File: config.mk
export PLATFORM = sky130hd
export DESIGN_NAME = pong_score_keeper
export DESIGN_NICKNAME = d
export VERILOG_FILES = /design/src/rtl/pong_pkg.sv /design/src/rtl/score_channel.sv /design/src/rtl/pong_score_keeper.sv
export SDC_FILE = /design/constraint.sdc
export NUM_CORES = 1
export LEC_CHECK = 0
export ABC_AREA = 1
export BUFFER_PORTS_ARGS = -buffer_cell sky130_fd_sc_hd__clkbuf_2
export CORE_MARGIN = 2
export CORE_UTILIZATION = 34
export CTS_CLUSTER_SIZE = 25
export DETAILED_ROUTE_END_ITERATION = 8
export PLACE_DENSITY = 0.62
export SKIP_LAST_GASP = 1
export SYNTH_ARGS = -nofsm -noshare
export SYNTH_HDL_FRONTEND = slang
export SYNTH_HIERARCHICAL = 1
export SYNTH_SLANG_ARGS = --single-unit
File: constraint.sdc
create_clock -name clk -period 1.8 [get_ports clk]
set_input_delay 0.09 -clock clk [delete_from_list [all_inputs] [get_ports clk]]
set_output_delay 0.09 -clock clk [all_outputs]
set_load 0.02 [all_outputs]
File: src/rtl/pong_pkg.sv
// Shared defaults and width helpers for the Pong score keeper.
package pong_pkg;

    localparam int unsigned PONG_N_PLAYERS = 2;
    localparam int unsigned PONG_WIN_SCORE = 5;

    function automatic int unsigned score_w(input int unsigned win_score);
        return $clog2(win_score + 1);
    endfunction

    // A single player still needs a 1-bit winner index.
    function automatic int unsigned idx_w(input int unsigned n_players);
        return (n_players > 1) ? $clog2(n_players) : 1;
    endfunction

endpackage

File: src/rtl/score_channel.sv
// One player's score: rising-edge detect, saturating counter, point pulse and one-hot decode.
module score_channel
    import pong_pkg::*;
#(
    parameter int unsigned WIN_SCORE = PONG_WIN_SCORE,
    parameter int unsigned SCORE_W   = score_w(WIN_SCORE)
) (
    input  logic               clk_i,
    input  logic               rst_ni,
    input  logic               point_i,
    input  logic               game_over_i,
    input  logic               new_game_i,
    output logic [SCORE_W-1:0] score_o,
    output logic [WIN_SCORE:0] onehot_o,
    output logic               pulse_o,
    output logic               hit_win_o
);

    logic               prev_q, prev_d;
    logic [SCORE_W-1:0] score_q, score_d;
    logic               pulse_q, pulse_d;
    logic               inc;

    always_comb begin
        prev_d  = point_i;
        inc     = point_i & ~prev_q & ~game_over_i & ~new_game_i
                  & (score_q != SCORE_W'(WIN_SCORE));
        score_d = score_q;
        if (new_game_i) begin
            score_d = '0;
        end else if (inc) begin
            score_d = score_q + SCORE_W'(1);
        end
        pulse_d   = inc;
        hit_win_o = inc && (score_d == SCORE_W'(WIN_SCORE));
    end

    always_comb begin
        onehot_o = '0;
        for (int k = 0; k <= int'(WIN_SCORE); k++) begin
            onehot_o[k] = (score_q == SCORE_W'(k));
        end
    end

    // History resets high so a strobe held through reset release never scores.
    always_ff @(posedge clk_i or negedge rst_ni) begin
        if (!rst_ni) begin
            prev_q  <= 1'b1;
            score_q <= '0;
            pulse_q <= 1'b0;
        end else begin
            prev_q  <= prev_d;
            score_q <= score_d;
            pulse_q <= pulse_d;
        end
    end

    assign score_o = score_q;
    assign pulse_o = pulse_q;

endmodule

File: src/rtl/pong_score_keeper.sv
// N-player Pong score keeper: per-player channels plus win/tie arbitration and game-over FSM.
module pong_score_keeper
    import pong_pkg::*;
#(
    parameter int unsigned N_PLAYERS = PONG_N_PLAYERS,
    parameter int unsigned WIN_SCORE = PONG_WIN_SCORE,
    parameter int unsigned SCORE_W   = score_w(WIN_SCORE)
) (
    input  logic                                 clk,
    input  logic                                 rst,
    input  logic [N_PLAYERS-1:0]                 point_in,
    input  logic                                 new_game,
    output logic [N_PLAYERS*SCORE_W-1:0]         score_bin,
    output logic [N_PLAYERS*(WIN_SCORE+1)-1:0]   score_onehot,
    output logic [N_PLAYERS-1:0]                 point_pulse,
    output logic                                 game_over,
    output logic [idx_w(N_PLAYERS)-1:0]          winner,
    output logic                                 tie
);

    localparam int unsigned WINNER_W = idx_w(N_PLAYERS);
    localparam int unsigned OH_W     = WIN_SCORE + 1;

    typedef enum logic [0:0] {StPlay, StOver} state_e;

    state_e                state_q, state_d;
    logic [WINNER_W-1:0]   winner_q, winner_d;
    logic                  tie_q, tie_d;
    logic [N_PLAYERS-1:0]  hit_win;
    logic                  over;

    assign over = (state_q == StOver);

    for (genvar i = 0; i < N_PLAYERS; i++) begin : g_chan
        score_channel #(
            .WIN_SCORE (WIN_SCORE),
            .SCORE_W   (SCORE_W)
        ) u_chan (
            .clk_i       (clk),
            .rst_ni      (rst),
            .point_i     (point_in[i]),
            .game_over_i (over),
            .new_game_i  (new_game),
            .score_o     (score_bin[i*SCORE_W +: SCORE_W]),
            .onehot_o    (score_onehot[i*OH_W +: OH_W]),
            .pulse_o     (point_pulse[i]),
            .hit_win_o   (hit_win[i])
        );
    end

    always_comb begin
        int unsigned hits;
        hits     = 0;
        state_d  = state_q;
        winner_d = winner_q;
        tie_d    = tie_q;
        if (new_game) begin
            state_d  = StPlay;
            winner_d = '0;
            tie_d    = 1'b0;
        end else if (state_q == StPlay && |hit_win) begin
            state_d = StOver;
            // Scan downward so the lowest winning index is the one kept.
            for (int i = int'(N_PLAYERS) - 1; i >= 0; i--) begin
                if (hit_win[i]) begin
                    winner_d = WINNER_W'(i);
                    hits     = hits + 1;
                end
            end
            tie_d = (hits > 1);
        end
    end

    always_ff @(posedge clk or negedge rst) begin
        if (!rst) begin
            state_q  <= StPlay;
            winner_q <= '0;
            tie_q    <= 1'b0;
        end else begin
            state_q  <= state_d;
            winner_q <= winner_d;
            tie_q    <= tie_d;
        end
    end

    assign game_over = over;
    assign winner    = winner_q;
    assign tie       = tie_q;

endmodule
==> summary.txt <==
Route
  – First-pass iteration count of the detailed router: 4
  – Routed via count: 698
  – Number of DRC violations after detailed-routing iteration 0: 7
  – Number of routed nets with antenna violations: 0
  – DR DRC count: 0
  – Wire per inst: 9.48 um
  – Via density per instance: 4.26
  – Sum of routed wire length over all layers: around 1.6 mm

Setup path
  – CP Launch Type: flip-flop
  – Register-to-register setup slack: 0.23 ns
  – Data arrival at the endpoint of the critical path: 1.73 ns
  – FF-to-FF Start: g_chan[0].u_chan/score_o[1]$_DFF_PN0_
  – Maximum net fanout on the critical path: 6
  – Worst flop-to-flop path endpoint: winner$_DFFE_PN0P_
  – Class of the most critical setup path: flip-flop to flip-flop
  – Worst reg-to-reg path cell count: 10
  – Element type at the critical path end: flip-flop
  – Required time reported for the critical path endpoint: 1.96 ns

Global route
  – Number of global-route vias before repair: about 600
  – First-pass GRT wire length: 2.44 mm
  – GRT Residual Overflow: 0
  – Maximum number of pins on one net before global-route repair: 14
  – Initial antenna violation count: 0
  – GR Util All Layers: between 10% and 20%

Timing
  – Slew Limit Headroom: 79.0%
  – Setup repair after global routing missed its margin: false
  – Largest clock skew in the final design: 0.000585 ns
  – Fin crit share: between 80% and 90%
  – Max Fclk: about 0.64 GHz
  – Pins Over Slew Limit: 0
  – Hold Fails Final Rpt: 0
  – Count of final setup violators: 0
  – Least-Margin Pin Slew: approximately 0.31 ns
  – Final total negative setup slack: 0 ns
  – Final critical-path setup slack: around 0.23 ns
  – Tmin final: 1.57 ns

Layout
  – Most common cell after layout, fill and taps aside: sky130_fd_sc_hd__clkbuf_2
  – Leading cell types in the layout, fill and taps excluded: 27 x sky130_fd_sc_hd__clkbuf_2, 26 x sky130_fd_sc_hd__inv_1, 17 x sky130_fd_sc_hd__nand2_1, 11 x sky130_fd_sc_hd__dfrtp_1
  – Number of inserted diodes: 0
  – Sequential standard cell area: 328 um^2
  – Multi-input combinational cell area: 395 um^2
  – Share of post-route cells with drive strength above 1: 34.6%
  – Nets: 152
  – Filler instances: 244
  – Signed area change from the synthesized netlist to the final layout: 27.5%

Power
  – Worst VDD drop: 0.239 mV
  – Total leakage power: 0.642 nW
  – Post-route total power: slightly above 0.0006 W
  – Power density over the cells: 582 nW/um^2

Outcome
  – Run status: complete, no violations

Placement
  – Placer Congestion: 0.859
  – Buffers added on ports: 27
  – Setup WS pre-CTS: 0.221 ns
  – Detailed-placement wirelength estimate: ~1.3 mm

Floorplanning
  – Placeable core region: roughly 2300 um^2
  – Height of the die: 53.4 um
  – Chip Width: 53.4 um
  – Die Area: 2850 um^2
  – Top-level port count: 28
  – Total number of placement rows: 17
  – Starting density of the core: 36.7%

Logic synthesis
  – Yosys warnings: 6
  – Average size of a mapped cell: between 8 and 9 um^2
  – Cell area after technology mapping: 828 um^2
  – Seq/Total Area, Yosys: 39.6%
  – Net count of the mapped netlist: 117
  – Synthesized flop and latch total: 13
  – Unique cell type count in the Yosys netlist: 17
  – Instance count of the mapped netlist: slightly above 100

Clocking
  – Clock latency on the worst-skew pair: 0.26 ns
  – Sink Count: 13
  – Buffer type at the clock tree root: sky130_fd_sc_hd__clkbuf_4
  – Number of CTS-inserted buffers: 3
  – Clock-pin slew on the worst setup and hold paths: about 0.080 ns
  – H-tree depth: 1
  – Maximum root-to-sink buffer count: 2
  – Clock tree from TritonCTS: done

Run
  – # Max-Cap Violations: 0

Hold path
  – Worst min-delay path startpoint: new_game
  – Min-Delay Path Depth: 2
  – Endpoint with the worst hold slack: game_over$_DFFE_PN0P_
  – Path category of the worst min-delay check: input port to flip-flop
through the flow:
stage / hold WS (ns) / cells / area, um^2 / util [%]
final: 0.0832 / 164 / 1060 / 46.8
after global routing: 0.0861 / 164 / 1060 / 46.8
after CTS: 0.0793 / 164 / 1060 / 46.8
after detailed placement: 0.00113 / 157 / 998 / 44.3
after global placement: 0.00149 / 157 / 998 / 44.3
after floorplan: -0.206 / 102 / 828 / -
how the worst max path moves through the flow:
stage,start,end,cells after the start,slack [ns]
final,g_chan[0].u_chan/score_o[1]$_DFF_PN0_,winner$_DFFE_PN0P_,10,0.23
after global routing,g_chan[0].u_chan/score_o[1]$_DFF_PN0_,tie$_DFFE_PN0P_,10,0.05
after CTS,g_chan[0].u_chan/score_o[1]$_DFF_PN0_,winner$_DFFE_PN0P_,10,0.21
after detailed placement,g_chan[0].u_chan/score_o[1]$_DFF_PN0_,tie$_DFFE_PN0P_,10,0.22
after global placement,g_chan[0].u_chan/score_o[1]$_DFF_PN0_,winner$_DFFE_PN0P_,10,0.31
after floorplan,g_chan[0].u_chan/score_o[1]$_DFF_PN0_,tie$_DFFE_PN0P_,10,0.24
registers in the layout (all words and copies together), names as in the netlist:
name,flops
g_chan.u_chan/prev_q,2
g_chan.u_chan/pulse_o,2
g_chan.u_chan/score_o,6
game_over,1
tie,1
winner,1
where the power goes:
group          internal (W)  switching (W)
Combinational     0.0000432      0.0000836
Clock             0.0000820      0.0000914
Sequential         0.000304      0.0000107
Total              0.000429       0.000186
routing by layer:
metal / global-route usage, % / vias up / share of wire (%) / wire length, um
met2: 20.2 / 16 / 50 / 783
li1: - / 370 / - / -
met4: 6.41 / 0 / 1.0 / 16
met3: 2.54 / 2 / 4.5 / 70
met1: 14.4 / 310 / 44 / 684
met5: 0 / - / 0 / 0
cell families after synthesis:
group | share of synthesized area [%]
adder cells (fa/ha/maj) | 15.1
AND/OR/NAND/NOR | 27.9
buffers and inverters | 12.7
AO/OA/AOI/OAI | 4.68
flip-flops | 39.6
cells in the mapped netlist:
library cell	count	share of area, %
sky130_fd_sc_hd__inv_1	26	12
sky130_fd_sc_hd__nand2_1	17	7.7
sky130_fd_sc_hd__dfrtp_1	11	33
sky130_fd_sc_hd__ha_1	10	15
sky130_fd_sc_hd__nor2_1	10	4.5
sky130_fd_sc_hd__nand2_2	5	3.8
sky130_fd_sc_hd__nand4_1	4	3.0
sky130_fd_sc_hd__nor2_4	4	5.4
sky130_fd_sc_hd__o21ai_1	3	1.8
sky130_fd_sc_hd__dfstp_2	2	6.3
sky130_fd_sc_hd__inv_2	2	0.91
sky130_fd_sc_hd__nand3_1	2	1.2
sky130_fd_sc_hd__o21ai_0	2	1.2
sky130_fd_sc_hd__a21oi_1	1	0.60
sky130_fd_sc_hd__nand4_2	1	1.5
sky130_fd_sc_hd__nor2_2	1	0.76
sky130_fd_sc_hd__o21ai_2	1	1.1
final cells by class:
type                       instances  area share, %
clock buffer                       3           2.13
clock inverter                     1          0.474
inverter                          28           9.95
multi-input combinational         61           37.4
sequential                        13           31.0
tap                               28           3.32
timing repair buffer              30           15.6
worst max-delay path: stages (launching register included):
cell and delay, ns:
sky130_fd_sc_hd__dfrtp_1 0.43, sky130_fd_sc_hd__inv_1 0.08, sky130_fd_sc_hd__ha_1 0.20, sky130_fd_sc_hd__nand2_2 0.10, sky130_fd_sc_hd__nand2_2 0.08, sky130_fd_sc_hd__nor2_4 0.15
sky130_fd_sc_hd__nand4_1 0.10, sky130_fd_sc_hd__inv_1 0.12, sky130_fd_sc_hd__o21ai_2 0.09, sky130_fd_sc_hd__nand3_1 0.07, sky130_fd_sc_hd__nand2_1 0.05
timing repair:
action	4_1_cts	5_1_grt
hold endpoints to repair	15	0
hold buffers	3	0
resized for setup	0	0
buffers inserted	0	0
(Power assumes the default switching activity.)
